<file path="config.mk">
export PLATFORM = sky130hd
export DESIGN_NAME = rope_step_sched_flat
export DESIGN_NICKNAME = d
export VERILOG_FILES = /design/src/rtl/rope_pkg.sv /design/src/rtl/rope_step_sched_if.sv /design/src/rtl/rope_tick_gen.sv /design/src/rtl/rope_step_sched.sv /design/src/flat_wrapper.sv
export SDC_FILE = /design/constraint.sdc
export NUM_CORES = 1
export LEC_CHECK = 0
export ABC_AREA = 1
export CAP_MARGIN = 20
export CORE_MARGIN = 2
export CORE_UTILIZATION = 45
export CTS_BUF_LIST = sky130_fd_sc_hd__clkbuf_4 sky130_fd_sc_hd__clkbuf_8
export DETAILED_ROUTE_END_ITERATION = 12
export HOLD_SLACK_MARGIN = 0.06
export PLACE_DENSITY_LB_ADDON = 0.15
export SLEW_MARGIN = 40
export SYNTH_ARGS = -nofsm -noshare
export SYNTH_HDL_FRONTEND = slang
export SYNTH_SLANG_ARGS = --single-unit
</file>
<file path="constraint.sdc">
create_clock -name clk -period 2.5 [get_ports clk]
set_clock_uncertainty 0.1 [all_clocks]
set_input_delay 0.25 -clock clk [delete_from_list [all_inputs] [get_ports clk]]
set_output_delay 0.25 -clock clk [all_outputs]
set_load 0.02 [all_outputs]
</file>
<file path="src/rtl/rope_pkg.sv">
// Shared types and default sizing for the rope physics sequencer and datapath.
package rope_pkg;

  typedef enum logic [2:0] {
    IDLE,
    WAIT,
    ISSUE,
    DRAIN,
    DONE
  } state_t;

  localparam logic PHASE_INTEGRATE = 1'b0;
  localparam logic PHASE_CONSTRAIN = 1'b1;

  localparam int DEF_N_NODES   = 5;
  localparam int DEF_ITERS     = 4;
  localparam int DEF_COORD_W   = 10;
  localparam int DEF_FRAME_DIV = 1000;

endpackage

</file>
<file path="src/rtl/rope_step_sched_if.sv">
// Op port between the step sequencer and the shared node-update unit, plus the latched anchor.
interface rope_step_sched_if #(
  parameter int IDX_W   = $clog2(rope_pkg::DEF_N_NODES),
  parameter int COORD_W = rope_pkg::DEF_COORD_W
);
  logic               upd_valid;
  logic               upd_ready;
  logic               upd_phase;
  logic [IDX_W-1:0]   upd_node;
  logic               upd_last;
  logic               upd_idle;
  logic [COORD_W-1:0] anchor_x;
  logic [COORD_W-1:0] anchor_y;

  modport master (
    output upd_valid, upd_phase, upd_node, upd_last, anchor_x, anchor_y,
    input  upd_ready, upd_idle
  );

  modport slave (
    input  upd_valid, upd_phase, upd_node, upd_last, anchor_x, anchor_y,
    output upd_ready, upd_idle
  );
endinterface

</file>
<file path="src/rtl/rope_tick_gen.sv">
// Physics step timebase: free-running 0..FRAME_DIV-1 counter while enabled, tick on the final count.
module rope_tick_gen #(
  parameter int FRAME_DIV = rope_pkg::DEF_FRAME_DIV
) (
  input  logic clk,
  input  logic reset,
  input  logic enable,
  output logic tick
);
  localparam int CW = $clog2(FRAME_DIV);
  localparam logic [CW-1:0] LAST = CW'(FRAME_DIV - 1);

  logic [CW-1:0] count_q, count_d;

  always_comb begin
    count_d = count_q;
    if (!enable || count_q == LAST) begin
      count_d = '0;
    end else begin
      count_d = count_q + CW'(1);
    end
  end

  always_ff @(posedge clk or posedge reset) begin
    if (reset) begin
      count_q <= '0;
    end else begin
      count_q <= count_d;
    end
  end

  assign tick = (count_q == LAST);
endmodule

</file>
<file path="src/rtl/rope_step_sched.sv">
// Per-step sequencer: latches the mouse anchor on tick, then streams integrate and constraint
// ops to the node-update unit one handshake at a time, waits for it to drain and reports status.
module rope_step_sched
  import rope_pkg::*;
#(
  parameter int N_NODES   = DEF_N_NODES,
  parameter int ITERS     = DEF_ITERS,
  parameter int COORD_W   = DEF_COORD_W,
  parameter int FRAME_DIV = DEF_FRAME_DIV,
  parameter int IDX_W     = $clog2(N_NODES)
) (
  input  logic               clk,
  input  logic               reset,
  input  logic               enable,
  input  logic [COORD_W-1:0] mouse_x,
  input  logic [COORD_W-1:0] mouse_y,
  rope_step_sched_if.master  upd,
  output logic               busy,
  output logic               step_done,
  output logic               overrun,
  output logic [15:0]        step_count
);
  localparam int ITER_W = (ITERS > 1) ? $clog2(ITERS) : 1;
  localparam logic [IDX_W-1:0]  LAST_NODE = IDX_W'(N_NODES - 1);
  localparam logic [IDX_W-1:0]  LAST_SEG  = IDX_W'(N_NODES - 2);
  localparam logic [ITER_W-1:0] LAST_ITER = ITER_W'(ITERS - 1);

  logic tick;

  rope_tick_gen #(.FRAME_DIV(FRAME_DIV)) u_tick (
    .clk    (clk),
    .reset  (reset),
    .enable (enable),
    .tick   (tick)
  );

  state_t             state_q, state_d;
  logic [COORD_W-1:0] anchor_x_q, anchor_x_d, anchor_y_q, anchor_y_d;
  logic               valid_q, valid_d, phase_q, phase_d, last_q, last_d;
  logic [IDX_W-1:0]   node_q, node_d;
  logic [ITER_W-1:0]  iter_q, iter_d;
  logic               busy_q, busy_d, done_q, done_d, overrun_q, overrun_d;
  logic [15:0]        count_q, count_d;

  always_comb begin
    state_d    = state_q;
    anchor_x_d = anchor_x_q;
    anchor_y_d = anchor_y_q;
    valid_d    = valid_q;
    phase_d    = phase_q;
    last_d     = last_q;
    node_d     = node_q;
    iter_d     = iter_q;
    busy_d     = busy_q;
    done_d     = 1'b0;
    overrun_d  = overrun_q | (tick & busy_q);
    count_d    = count_q;

    case (state_q)
      IDLE: if (enable) state_d = WAIT;
      WAIT: begin
        if (!enable) begin
          state_d = IDLE;
        end else if (tick) begin
          state_d    = ISSUE;
          anchor_x_d = mouse_x;
          anchor_y_d = mouse_y;
          busy_d     = 1'b1;
          valid_d    = 1'b1;
          phase_d    = PHASE_INTEGRATE;
          node_d     = IDX_W'(1);
          iter_d     = '0;
          last_d     = 1'b0;
        end
      end
      ISSUE: begin
        if (valid_q && upd.upd_ready) begin
          if (last_q) begin
            valid_d = 1'b0;
            last_d  = 1'b0;
            state_d = DRAIN;
          end else begin
            if (phase_q == PHASE_INTEGRATE) begin
              if (node_q == LAST_NODE) begin
                phase_d = PHASE_CONSTRAIN;
                node_d  = '0;
              end else begin
                node_d = node_q + IDX_W'(1);
              end
            end else if (node_q == LAST_SEG) begin
              node_d = '0;
              iter_d = iter_q + ITER_W'(1);
            end else begin
              node_d = node_q + IDX_W'(1);
            end
            // The op being loaded is the last one when it is the final segment of the final pass.
            last_d = (phase_d == PHASE_CONSTRAIN) && (iter_d == LAST_ITER) && (node_d == LAST_SEG);
          end
        end
      end
      DRAIN: begin
        if (upd.upd_idle) begin
          state_d = DONE;
          done_d  = 1'b1;
          count_d = count_q + 16'd1;
        end
      end
      DONE: begin
        busy_d  = 1'b0;
        state_d = enable ? WAIT : IDLE;
      end
      default: state_d = IDLE;
    endcase
  end

  always_ff @(posedge clk or posedge reset) begin
    if (reset) begin
      state_q    <= IDLE;
      anchor_x_q <= '0;
      anchor_y_q <= '0;
      valid_q    <= 1'b0;
      phase_q    <= 1'b0;
      last_q     <= 1'b0;
      node_q     <= '0;
      iter_q     <= '0;
      busy_q     <= 1'b0;
      done_q     <= 1'b0;
      overrun_q  <= 1'b0;
      count_q    <= '0;
    end else begin
      state_q    <= state_d;
      anchor_x_q <= anchor_x_d;
      anchor_y_q <= anchor_y_d;
      valid_q    <= valid_d;
      phase_q    <= phase_d;
      last_q     <= last_d;
      node_q     <= node_d;
      iter_q     <= iter_d;
      busy_q     <= busy_d;
      done_q     <= done_d;
      overrun_q  <= overrun_d;
      count_q    <= count_d;
    end
  end

  assign upd.upd_valid = valid_q;
  assign upd.upd_phase = phase_q;
  assign upd.upd_node  = node_q;
  assign upd.upd_last  = last_q;
  assign upd.anchor_x  = anchor_x_q;
  assign upd.anchor_y  = anchor_y_q;
  assign busy          = busy_q;
  assign step_done     = done_q;
  assign overrun       = overrun_q;
  assign step_count    = count_q;
endmodule

</file>
<file path="src/flat_wrapper.sv">
// flat-port wrapper written by rule: the top's interface ports become plain ports
module rope_step_sched_flat import rope_pkg::*;
#(
  parameter int N_NODES   = DEF_N_NODES,
  parameter int ITERS     = DEF_ITERS,
  parameter int COORD_W   = DEF_COORD_W,
  parameter int FRAME_DIV = DEF_FRAME_DIV,
  parameter int IDX_W     = $clog2(N_NODES)
)
  (clk, reset, enable, mouse_x, mouse_y, busy, step_done, overrun, step_count, upd_upd_valid, upd_upd_phase, upd_upd_node, upd_upd_last, upd_anchor_x, upd_anchor_y, upd_upd_ready, upd_upd_idle);
  rope_step_sched_if #(.IDX_W(IDX_W), .COORD_W(COORD_W)) upd_i ();
  input  logic clk;
  input  logic reset;
  input  logic enable;
  input  logic [COORD_W-1:0] mouse_x;
  input  logic [COORD_W-1:0] mouse_y;
  output logic busy;
  output logic step_done;
  output logic overrun;
  output logic [15:0] step_count;
  output wire logic [$bits(upd_i.upd_valid)-1:0] upd_upd_valid;
  output wire logic [$bits(upd_i.upd_phase)-1:0] upd_upd_phase;
  output wire logic [$bits(upd_i.upd_node)-1:0] upd_upd_node;
  output wire logic [$bits(upd_i.upd_last)-1:0] upd_upd_last;
  output wire logic [$bits(upd_i.anchor_x)-1:0] upd_anchor_x;
  output wire logic [$bits(upd_i.anchor_y)-1:0] upd_anchor_y;
  input wire logic [$bits(upd_i.upd_ready)-1:0] upd_upd_ready;
  input wire logic [$bits(upd_i.upd_idle)-1:0] upd_upd_idle;
  assign upd_upd_valid = upd_i.upd_valid;
  assign upd_upd_phase = upd_i.upd_phase;
  assign upd_upd_node = upd_i.upd_node;
  assign upd_upd_last = upd_i.upd_last;
  assign upd_anchor_x = upd_i.anchor_x;
  assign upd_anchor_y = upd_i.anchor_y;
  assign upd_i.upd_ready = upd_upd_ready;
  assign upd_i.upd_idle = upd_upd_idle;
  rope_step_sched #(.N_NODES(N_NODES), .ITERS(ITERS), .COORD_W(COORD_W), .FRAME_DIV(FRAME_DIV), .IDX_W(IDX_W)) u_core (.clk(clk), .reset(reset), .enable(enable), .mouse_x(mouse_x), .mouse_y(mouse_y), .upd(upd_i), .busy(busy), .step_done(step_done), .overrun(overrun), .step_count(step_count));
endmodule
</file>
# Yosys cells after proc, flatten, opt, wreduce, memory -nomap -nowiden
# Cells that the tools add are included.
totals:
  ff_bits: 60
  in_bits: 25
  out_inout_bits: 45
classes:
  n_addsub: 4
  eq_ne: 17
  mux: 51
  n_bitwise: 2
  reduce_logical: 15
ops:
  columns: ["cell", "count"]
  rows:
  - ["2-to-1 mux 3 bit", 16]
  - ["2-to-1 mux 1 bit", 18]
  - ["2-to-1 mux 2 bit", 9]
  - ["adder 16 x 1 -> 16 bit, second input constant", 1]
  - ["one-hot mux 3 bit (5 select lines)", 1]
  - ["AND reduction 5 bit", 3]
  - ["== test 3 x 2 -> 1 bit, second input constant", 4]
  - ["adder 10 x 1 -> 10 bit, second input constant", 1]
  - ["== test 10 bit, second input constant", 1]
  - ["2-to-1 mux 10 bit", 1]
  - ["inequality test 2 bit, second input constant", 4]
  - ["one-hot mux 1 bit (2 select lines)", 4]
  - ["== test 3 bit, second input constant", 2]
  - ["inequality test 2 x 1 -> 1 bit, second input constant", 3]
  - ["one-hot mux 3 bit (2 select lines)", 1]
  - ["AND reduction 3 bit", 2]
  - ["one-hot mux 2 bit (2 select lines)", 1]
  - ["AND reduction 4 bit", 1]
  - ["nonzero test 2 bit", 2]
  - ["adder 3 x 1 -> 3 bit, second input constant", 1]
  - ["== test 3 x 1 -> 1 bit, second input constant", 1]
  - ["logical AND 1 bit", 3]
  - ["zero test 3 bit", 1]
  - ["inequality test 3 x 2 -> 1 bit, second input constant", 1]
  - ["other kinds (7)", 7]

# Depth between registers and ports, before layout
# Gate-level depths: netlist (run 1).
logic_depth:
  ltp_word: 12
  depth_mapped: 10
  depth_no_buf: 10

# Modules after synthesis
# Synthesis (run 1) repeated with hierarchy kept, for this count alone.
hier_totals:
  hier_cells: 358
  hier_area_um2: 2974.1
by_module_without_submodules:
  columns: ["module", "instances", "cells_each", "area_per_inst_um2"]
  rows:
  - ["rope_step_sched", 1, 291, 2413.6]
  - ["rope_tick_gen", 1, 67, 560.5]

# Worst setup path after synthesis (run 1)
# Ideal clock, no wire load.
synth_timing:
  path_kind: "register to register"
  start: "register u_core.node_q[0] (netlist: u_core.upd.upd_node[0])"
  end: "register u_core.last_q (netlist: u_core.upd.upd_last)"
  setup_ns: 0.117
  arrival_time_ns: 1.324
  required_ns: 2.283
  path_slack_ns: 0.959
  path_stages_with_launch: 7
  cell_sequence: "dfrtp_1 -> ha_1 -> ha_1 -> o21ai_0 -> nor2_1 -> nand3_1 -> nand2_1"
synth_via:
  elab_chain_len: 12
  elab_cells_between_ends: 26
  cone_classes: "1 x add/sub; 4 x eq/ne; 19 x mux; 2 x reduce/logical"
synth_lines:
  columns: ["item", "line", "source"]
  rows:
  - ["start: declaration", "rope_step_sched.sv:40", "logic [IDX_W-1:0] node_q, node_d;"]
  - ["start signal: assignment", "rope_step_sched.sv:137", "node_q <= node_d;"]
  - ["branches (longest 8 deep; another with adder 3 x 1 -> 3 bit)", null, null]
  - ["logical AND 1 bit (*)", "rope_step_sched.sv:97", "last_d = (phase_d == PHASE_CONSTRAIN) && (iter_d == LAST_ITER) && (node_d == LAST_SEG);"]
  - ["2-to-1 mux 1 bit (*)", "rope_step_sched.sv:78", "if (last_q) begin"]
  - ["2-to-1 mux 1 bit (*)", "rope_step_sched.sv:77", "if (valid_q && upd.upd_ready) begin"]
  - ["one-hot mux 1 bit (2 select lines) (*)", "rope_step_sched.sv:59", "case (state_q)"]
  - ["end signal: assignment", "rope_step_sched.sv:136", "last_q <= last_d;"]
  - ["end: declaration", "rope_step_sched.sv:39", "logic valid_q, valid_d, phase_q, phase_d, last_q, last_d;"]
# Mark *: on every way between the ends. The select of a mux whose other input is x is not followed.
# A chain may end at the register's enable or synchronous reset.

# Worst setup path in the final report (run 1)
layout_timing:
  start: "register u_core.count_q[4] (netlist: u_core.step_count[4])"
  end: "output step_count[4]"
layout_lines:
  columns: ["item", "line", "source"]
  rows:
  - ["start: declaration", "rope_step_sched.sv:43", "logic [15:0] count_q, count_d;"]
  - ["start signal: assignment", "rope_step_sched.sv:142", "count_q <= count_d;"]
  - ["end: declaration", "flat_wrapper.sv:20", "output logic [15:0] step_count;"]
# No word-level cell between the ends.

==> impl_results.md, run 1 <==
* Synth cell types at 31
* Post-route minimum period at about 1900 ps
* Post-route total power at a little over 3 mW
* Yosys Warn Count at 0
* CP Data Required Time at ~2200 ps
* Overall Global Routing Usage at 18.78%
* Cts hold-fix bufs at 0
* Initial antenna violation count at 0
* Clock share of power at 31.6%
* TritonCTS buffer count at 9
* TritonCTS clock tree: yes
* CTS Buffer Depth at 2
* DRC at 0
* Syn Area/Cell at 8.340 um2
* Pin count of the biggest net entering global routing at 61
* RSZ-0062 raised after global routing: false
* Initial Utilization at between 40 and 50%
* Critical Path Source Type: register
* Final net count at 467
* P&R area growth vs syn at 33.14%
* Vias in the first global route at roughly 2300
* Sw Ratio at between 30% and 40%
* Pre-Repair DR Iteration Count at 4
* Worst EP arrival at between 1500 and 2000 ps
* GPL Wtd Cong at about 0.8
* DRT Wirelength at around 6700 um
* Hold Violations, Final at 0
* GR Overflow Total at 0
* Vias per cell at a little under 5
* Flops & latches, synth at 60
* Crit path kind: reg2out
* Max-slew headroom at between 70 and 80%
* Layout cells sized above 1 at under 10%
* Cells after synthesis at 359
* Clock latency at the later pin of the worst-skew pair at approximately 340 ps
* CTS root buffer: clkbuf_8
* CP Cell Sequence: clkdlybuf4s50_1
* Largest stage delay on the critical path at ~670 ps
* Die footprint at 7322 um2
* Slew @ Worst Pin at approximately 390 ps
* Sequential power share at between 30% and 40%
* Die height at roughly 86 um
* PwrDens at a little under 800 nW/um2
* Post-route ant nets at 0
* Commonest non-fill, non-tap cell in the layout: nand2_1
* Final Cycle Share at between 70 and 80%
* Final setup violation count at 0
* Delay-heaviest family, CP: buffers and inverters
* Setup_tns at 0 ps
* Psw at between 1 and 1.5 mW
* Mapped cell area at ~3000 um2
* Max IR drop VDD at approximately 620 uV
* Row Count at 29
* H-tree levels at 3
* Slowest CP cell: clkdlybuf4s50_1
* Synth area leader: dfrtp_1
* Internal power at between 2 and 2.5 mW
* Max_cap viols at 0
* # port buffers at 69
* Number of gates resized after cts at 0
* Post-synth top area share at between 50 and 60%
* Max-slew violation count at 0
* Comb pwr share at about 28%
* Max Fclk at about 0.54 GHz
* Commonest non-fill, non-tap cells in the layout: 119 x nand2_1, 69 x clkdlybuf4s50_1, 60 x dfrtp_1
* CTS sink cnt at 60
* HPWL Detailed at 4593 um
* Pleak at between 1.5 and 2 nW
* Die Wd at 85.57 um
* Core area at approximately 6400 um2
* RR Startpoint: u_core.u_tick.count_q[0]
* First-pass GRT wire length at between 10000 and 15000 um
* Per-cell routed wire length at 12.87 um
* Seq/Total Area, Yosys at 50.15%
* Via Count at 2540
* Register-to-register setup slack at between 700 and 800 ps
* Postcts setup bufs at 0
* Buffers & Inverters on Critical Path at 1
* Initial drt markers at around 110
* Net Count, Synth at approximately 390
* Class of the worst hold path: in2async
* Crit-path max FO at 7
* Status: finished clean
* Clock transition at path regs at ~70 ps
* Element type at the critical path end: output port
* Top cells by area, synth: dfrtp_1 50%, nand2_1 15%, nand3_1 6.2%
* Crit path from: u_core.step_count[4]
* Diodes inserted at 0
* IO Count at 70
-- flip-flops by register name (all words and copies together), names as in the netlist, 2 cells and up --
| name | cells |
|---|---|
| u_core.iter_q | 2 |
| u_core.step_count | 16 |
| u_core.upd.anchor_y | 10 |
| u_core.upd.anchor_x | 10 |
| u_core.state_q | 3 |
| u_core.u_tick.count_q | 10 |
| u_core.upd.upd_node | 3 |
-- path summary, 6_finish.rpt --
kind / end / cells past startpoint
max reg2reg: u_core.upd.anchor_y[0] / 8
min: u_core.upd.anchor_y[5] / 3
min in group clk: u_core.upd.anchor_y[4] / 3
max: step_count[4] / 1
max in group asynchronous: u_core.upd.upd_node[0] / 3
min reg2reg: u_core.upd.anchor_y[4] / 2
-- cell usage after synthesis --
cell and number:
a21oi_1 4, a22oi_1 2, buf_2 1, buf_4 2, buf_6 2, clkbuf_1 2, clkinv_1 1, dfrtp_1 60
ha_1 7, inv_1 35, inv_2 1, nand2_1 119, nand2_2 3, nand2_4 2, nand3_1 37, nand3_2 1
nand3_4 1, nand4_1 7, nand4_4 1, nor2_1 30, nor2_2 2, nor2_4 4, nor3_1 8, nor3b_1 2
o211ai_1 1, o21ai_0 6, o21ai_1 1, o21ai_2 1, o21bai_1 1, xnor2_1 5, xor2_1 10
-- stage by stage --
step / util [%] / cell area (um2) / hold WS (ps) / setup slack [ps] / cells
after detailed placement: 58.97 / 3766 / 358.4 / 647.2 / 501
after CTS: 62.42 / 3986 / 203.2 / 632.6 / 517
after floorplan: - / 2994 / 294.6 / 665.3 / 359
after global placement: 58.97 / 3766 / 354.5 / 649.2 / 501
final: 62.42 / 3986 / 198.3 / 637.6 / 517
after global routing: 62.42 / 3986 / 237.4 / 559.7 / 517
-- logic make-up (layout without fill, tap and decap cells) --
logic type,after synthesis,after routing,share of synthesized area [%]
and+or+nand+nor,217,217,33.10
DFF,60,60,50.15
AOI/OAI and AO/OA,16,16,3.134
xor gates and xnor gates,15,15,4.388
adders and majority gates,7,7,2.925
buffers and inverters,44,125,6.310
-- final cells by class --
type | instances | area [um2]
fill | 557 | 2400
sequential | 60 | 1501
multi-input combinational | 255 | 1304
timing repair buffer | 72 | 725.7
clock buffer | 11 | 145.1
inverter | 37 | 138.9
tap | 77 | 96.34
clock inverter | 5 | 75.07
-- routing by layer --
layer	wire [um]	track usage, %	vias to the layer above
met3	344	5.294	9
met4	110	8.369	0
li1	-	-	1293
met1	3182	25.89	1188
met5	0	0	-
met2	3018	27.70	50
-- power groups by stage --
| stage | registers [mW] | logic (mW) | clock network (mW) |
|---|---|---|---|
| 5_1_grt | 1.24 | 0.970 | 1.04 |
| 3_3_place_gp | 1.24 | 0.866 | 0 |
| 2_1_floorplan | 1.32 | 0.451 | 0 |
| 3_5_place_dp | 1.24 | 0.881 | 0 |
| 4_1_cts | 1.23 | 0.884 | 0.991 |
| 6_report | 1.22 | 0.871 | 0.969 |
Power figures use the tool's default switching activity.
==> run 2: changes to the inputs <==
==> constraint.sdc (replaced) <==
create_clock -name clk -period 1.5 [get_ports clk]
set_clock_uncertainty 0.1 [all_clocks]
set_input_delay 0.15 -clock clk [delete_from_list [all_inputs] [get_ports clk]]
set_output_delay 0.15 -clock clk [all_outputs]
set_load 0.02 [all_outputs]
==> run 2 against run 1 <==
Clock power up 70%. Critical path type is now reg2reg. Via count up 8.1%. Die area stayed put. Register-to-register slack worse by 800 ps. Final cell count increased by 7.4%. Largest power group unchanged. Sequential cell count unchanged. Sequential share of layout area fell by 4.2 points. The run now ends with setup timing left. Count of clock-buffer cells in the layout shrank 1.
==> impl_results.md, run 2 (synthesis gave the netlist of run 1 again) <==
* Status: finished, violations left
* Failing checks: setup timing
* Crit path depth at 9
* Clock latency at the later pin of the worst-skew pair at around 330 ps
* Sequential power share at 35.9%
* Dpl cells at roughly 530
* Max Fclk at around 0.65 GHz
* Comb pwr share at a little over a third
* Die Wd at around 86 um
* Initial drt markers at between 100 and 150
* Commonest non-fill, non-tap cells in the layout: 99 x nand2_1, 57 x dfrtp_1, 44 x dlygate4sd2_1
* Layout cells sized above 1 at around a quarter
* Max_cap viols at 0
* Worst-case reg-to-reg path depth at 9
* Slew @ Worst Pin at around 330 ps
* Per-cell routed wire length at between 10 and 15 um
* PwrDens at between 1000 and 1500 nW/um2
* First-pass GRT wire length at 11140 um
* Max IR drop VDD at between 1000 and 1500 uV
* Post-route minimum period at between 1500 and 2000 ps
* Hold Violations, Final at 0
* Post-route ant nets at 0
* Clock transition at path regs at ~80 ps
* Critical Path Source Type: register
* Fillers at between 500 and 600
* Internal power at approximately 3.7 mW
* CTS root buffer: clkbuf_8
* Die footprint at between 7000 and 8000 um2
* CTS Buffer Depth at 2
* GPL Wtd Cong at approximately 0.81
* Pin count of the biggest net entering global routing at 61
* Pre-Repair DR Iteration Count at 4
* P&R area growth vs syn at 50.10%
* DRT Wirelength at a little over 7000 um
* CP Data Required Time at approximately 1600 ps
* Psw at between 1.5 and 2 mW
* Row Count at 29
* Final setup violation count at 20
* Crit-path max FO at 10
* Buffers & Inverters on Critical Path at 2
* Core Util, Final at 70.38%
* CTS sink cnt at 60
* Commonest non-fill, non-tap cell in the layout: nand2_1
* Delay-heaviest family, CP: simple AND/OR/NAND/NOR gates
* Max-slew headroom at 78.28%
* H-tree levels at 3
* Vias per cell at 4.946
* TritonCTS buffer count at 9
* Overall Global Routing Usage at a little under a fifth
* Max reg flops at 16
* Element type at the critical path end: register
* DRC at 0
* RSZ-0062 raised after global routing: true
* Via Count at about 2700
* IO Count at 70
* HPWL Detailed at 4697 um
* Die height at 85.57 um
* Initial Utilization at 46.88%
* Vias in the first global route at 2520
* Slowest CP cell: dfrtp_1
* Pleak at 2.338 nW
* Sw Ratio at roughly a third
* Clock share of power at 29.2%
* CP Cell Sequence: ha_2 -> nand2_2 -> inv_2 -> nand3_4 -> nor2_4 -> buf_4 -> nand2_4 -> nand2_1 -> nand2_1
* Crit path kind: reg2reg
* GR Overflow Total at 0
* Worst EP arrival at between 1500 and 2000 ps
* Final net count at between 500 and 600
* Critical Path Most Common Cell: nand2_1
* Diodes inserted at 0
* Largest stage delay on the critical path at around 350 ps
* Final std cells w/o fill at ~560
* Core area at approximately 6400 um2
* Final WS setup at -40.97 ps
* Max-slew violation count at 0
* Initial antenna violation count at 0
* # port buffers at around 70
* Final Cycle Share at 102.7%
* TritonCTS clock tree: yes
* Class of the worst hold path: in2async
## run 2: power groups by stage
stage | sequential [mW] | combinational (mW) | clock [mW]
detailed placement | 2.01 | 1.75 | 0
finish | 2.02 | 1.97 | 1.65
global placement | 2.01 | 1.72 | 0
floorplan | 2.20 | 0.758 | 0
global route | 2.05 | 2.16 | 1.74
CTS | 1.98 | 1.68 | 1.67
## run 2: repair_timing
item	in CTS	in global routing
pin swaps	1	13
setup endpoints to repair	87	46
setup buffers	2	5
resized for setup	55	66
gates cloned	0	1
hold endpoints to repair	0	0
hold buffers	0	0
## run 2: routing by layer
metal	wire length [um]	global-route usage, %	vias to the layer above
li1	-	-	1374
met1	3194	25.13	1298
met2	3603	30.33	62
met3	348	4.524	11
met4	95	8.802	0
met5	0	0	-
## run 2: through the flow
step           power, mW  worst slack [ps]  setup TNS (ps)  hold slack (ps)  cell area, um2
5_1_grt            5.947            -113.7           -2586            168.4            4494
2_1_floorplan      2.962             5.960               0            155.8            3000
3_3_place_gp       3.731            -93.55           -3116            354.1            4010
6_report           5.639            -40.97          -339.3            142.8            4494
3_5_place_dp       3.767            -141.2           -4423            358.7            4010
4_1_cts            5.341            0.4812               0            145.8            4220
## run 2: worst min-delay path, cell delays in order
cell and delay [ps]:
clkdlybuf4s50_1 440, clkinvlp_4 90, buf_12 290
## run 2: path summary, 6_finish.rpt
path	end	startpoint	slack (ps)
setup / recovery	u_core.upd.anchor_y[6]	u_core.u_tick.count_q[1]	-40
max in group asynchronous	u_core.upd.upd_node[1]	reset	890
hold / removal	u_core.upd.anchor_y[2]	reset	140
hold reg to reg	u_core.upd.anchor_x[2]	u_core.upd.anchor_x[2]	370
setup reg to reg	u_core.upd.anchor_y[6]	u_core.u_tick.count_q[1]	-40
min in group clk	u_core.upd.anchor_y[4]	mouse_y[4]	270
## run 2: cell type report
cell class	count	area, um2	area share (%)
Multi-Input combinational cell	256	1533	34.10
Inverter	37	147.6	3.285
Clock inverter	6	87.58	1.949
Sequential cell	60	1505	33.49
Timing Repair Buffer	109	987.2	21.97
Tap cell	77	96.34	2.144
Clock buffer	10	137.6	3.062
==> patch, RTL diff (settings of run 1) <==
Set the package constant `DEF_FRAME_DIV` to 250 (it was 1000).
--- a/src/rtl/rope_pkg.sv
+++ b/src/rtl/rope_pkg.sv
@@ -15,7 +15,7 @@
   localparam int DEF_N_NODES   = 5;
   localparam int DEF_ITERS     = 4;
   localparam int DEF_COORD_W   = 10;
-  localparam int DEF_FRAME_DIV = 1000;
+  localparam int DEF_FRAME_DIV = 250;
 
 endpackage
 
Formal check against the unedited RTL: same outputs for any inputs over 10 cycles, from zero or initial values and one cycle with reset high; that may be too few to reach the edited logic, so the function may still have changed.
==> patch against run 1 <==
Total power fell by 8.9%. Die area fell by 2.6%. Critical endpoint is now upd_upd_last. Sequential cell count fell by 2. Largest power group unchanged. Count of clock-buffer cells in the layout rose by 3. Area after synthesis fell by 2.7%. Combinational power fell by 5.1%. Core utilization fell by 1.2 points. Final cell count fell by 3.7%. Routed wire length fell by 8.6%. Worst setup slack improved by 0.083 ns. Critical path depth did not move. Sequential power fell by 6%. Cell area fell by 3.0%.
==> patch: results <==
metrics = {
    "route": {
        "vias_per_cell": 4.83,
        "totalWireLength_um": 6090,
        "dr.pass1.iters": 4,
        "initialDrtViolationCount": 136,
    },
    "pwr": {
        "p_leak_nw": 1.92,
        "swShare_pct": 34.5,
        "vdd_drop_max_v": 0.000455,
    },
    "critical_path": {
        "slowest_delay_ns": 0.65,
        "crit_family": "buffers and inverters",
        "reg2reg_setup_slack_ns": 0.81,
        "cp_max_fo": 5,
        "r2r_cells": 8,
        "endpoint": "upd_upd_last",
        "slowest_stage": "clkdlybuf4s50_1",
        "crit_arrival_ns": 1.43,
        "r2r-end": "u_core.step_count[15]",
        "rr_startpoint": "u_core.state_q[2]",
        "startpoint": "u_core.upd.upd_last",
    },
    "global_route": {
        "antenna_found_initial": 0,
        "grt_pass1_wl_um": 10400,
        "grtUsageTotal_pct": 18.2,
        "grt_max_degree": 33,
        "grt_pass1_vias": 2283,
    },
    "logic_synthesis": {
        "ys.flop_type": "dfrtp_1",
        "synth.area.top_cells": "dfrtp_1, nand2_1, inv_1",
        "synth_commonest_cells": "nand2_1, dfrtp_1, inv_1",
        "avgSynthCellArea_um2": 8.57,
        "syn_nets": 373,
        "yosysSeqAreaShare_pct": 49.8,
        "synth_async_sr_flop_share_pct": 100,
        "ys_types": 33,
    },
    "finish": {
        "layout-drive-gt1-share_pct": 9.74,
        "finalNonFillerCells": 498,
        "nets": 450,
    },
    "worst_hold_path": {
        "worstHoldPathType": "in2async",
    },
    "clock_network": {
        "htree_levels": 3,
        "insertion_delay_ns": 0.32,
        "cts_buffers": 9,
        "cts_root_buffer": "clkbuf_8",
        "clk_pin_slew_ns": 0.07,
    },
    "status": {
        "outcome": "finished clean",
    },
    "sta": {
        "worst_slack_ns": 0.721,
        "max-slew-margin-rel_pct": 62.2,
    },
    "placed_design": {
        "gp_congestion": 0.825,
        "placedCellCount": 483,
        "pre_cts_ws_ns": 0.570,
        "placed_area_um2": 3670,
        "hpwlAfterDp_um": 4390,
    },
}
[patch: cell types whose count changed in the layout (fill, tap and decap cells not counted), moves of 3 or more]
cell             run 1  this run
nand3_1             37        11
nand2_1            119       136
inv_1               34        27
nand4_1              7        14
nor2_1              30        23
inv_2                2         6
clkbuf_8            10        13
clkinv_2             3         0
nor3_1               8         5
[patch: how the worst min path moves through the flow]
stage	startpoint	end	slack (ns)	cells after the start
2_1_floorplan	mouse_y[6]	u_core.upd.anchor_y[6]	0.27	2
3_3_place_gp	u_core.upd.anchor_x[0]	u_core.upd.anchor_x[0]	0.36	2
3_5_place_dp	u_core.upd.anchor_x[4]	u_core.upd.anchor_x[4]	0.36	2
4_1_cts	reset	u_core.upd.anchor_x[5]	0.21	2
5_1_grt	reset	u_core.upd.anchor_x[8]	0.25	2
6_report	reset	u_core.upd.anchor_x[5]	0.21	2
[patch: cells by family after synthesis]
logic type	synth area share, %
flip-flops	49.8
adder cells (fa/ha/maj)	3.44
AO/OA/AOI/OAI	2.36
AND/OR/NAND/NOR	33.8
XOR/XNOR	4.47
buffers and inverters	6.10
[patch: area by class of cell]
cell class / count / area, um2
timing repair buffer: 71 / 718
fill: 592 / 2450
clock inverter: 1 / 7.51
clock buffer: 14 / 186
multi-input combinational: 244 / 1280
sequential: 58 / 1450
inverter: 33 / 124
tap: 77 / 96.3
[patch: routing by layer]
| metal | GRT usage, % | wire (um) | vias to the layer above |
|---|---|---|---|
| met3 | 5.41 | 361 | 14 |
| li1 | - | - | 1218 |
| met4 | 9.52 | 114 | 0 |
| met5 | 0 | 0 | - |
| met2 | 25.3 | 2600 | 70 |
| met1 | 25.8 | 3020 | 1101 |
[patch: power by group through the flow]
stage / clock (mW) / sequential (mW) / combinational, mW
2_1_floorplan: 0 / 1.22 / 0.479
3_3_place_gp: 0 / 1.17 / 0.804
3_5_place_dp: 0 / 1.16 / 0.821
4_1_cts: 0.841 / 1.15 / 0.831
5_1_grt: 0.889 / 1.16 / 0.933
6_report: 0.818 / 1.15 / 0.827
[patch: worst register-to-register path, cell delays in order, from the launching register on]
cell and delay, ns:
dfrtp_1 0.40, inv_2 0.13, nand3_4 0.10, nor2_4 0.32, nand3_1 0.20, nor2_2 0.17
nand2_1 0.07, nand2_1 0.06, nand2_1 0.04
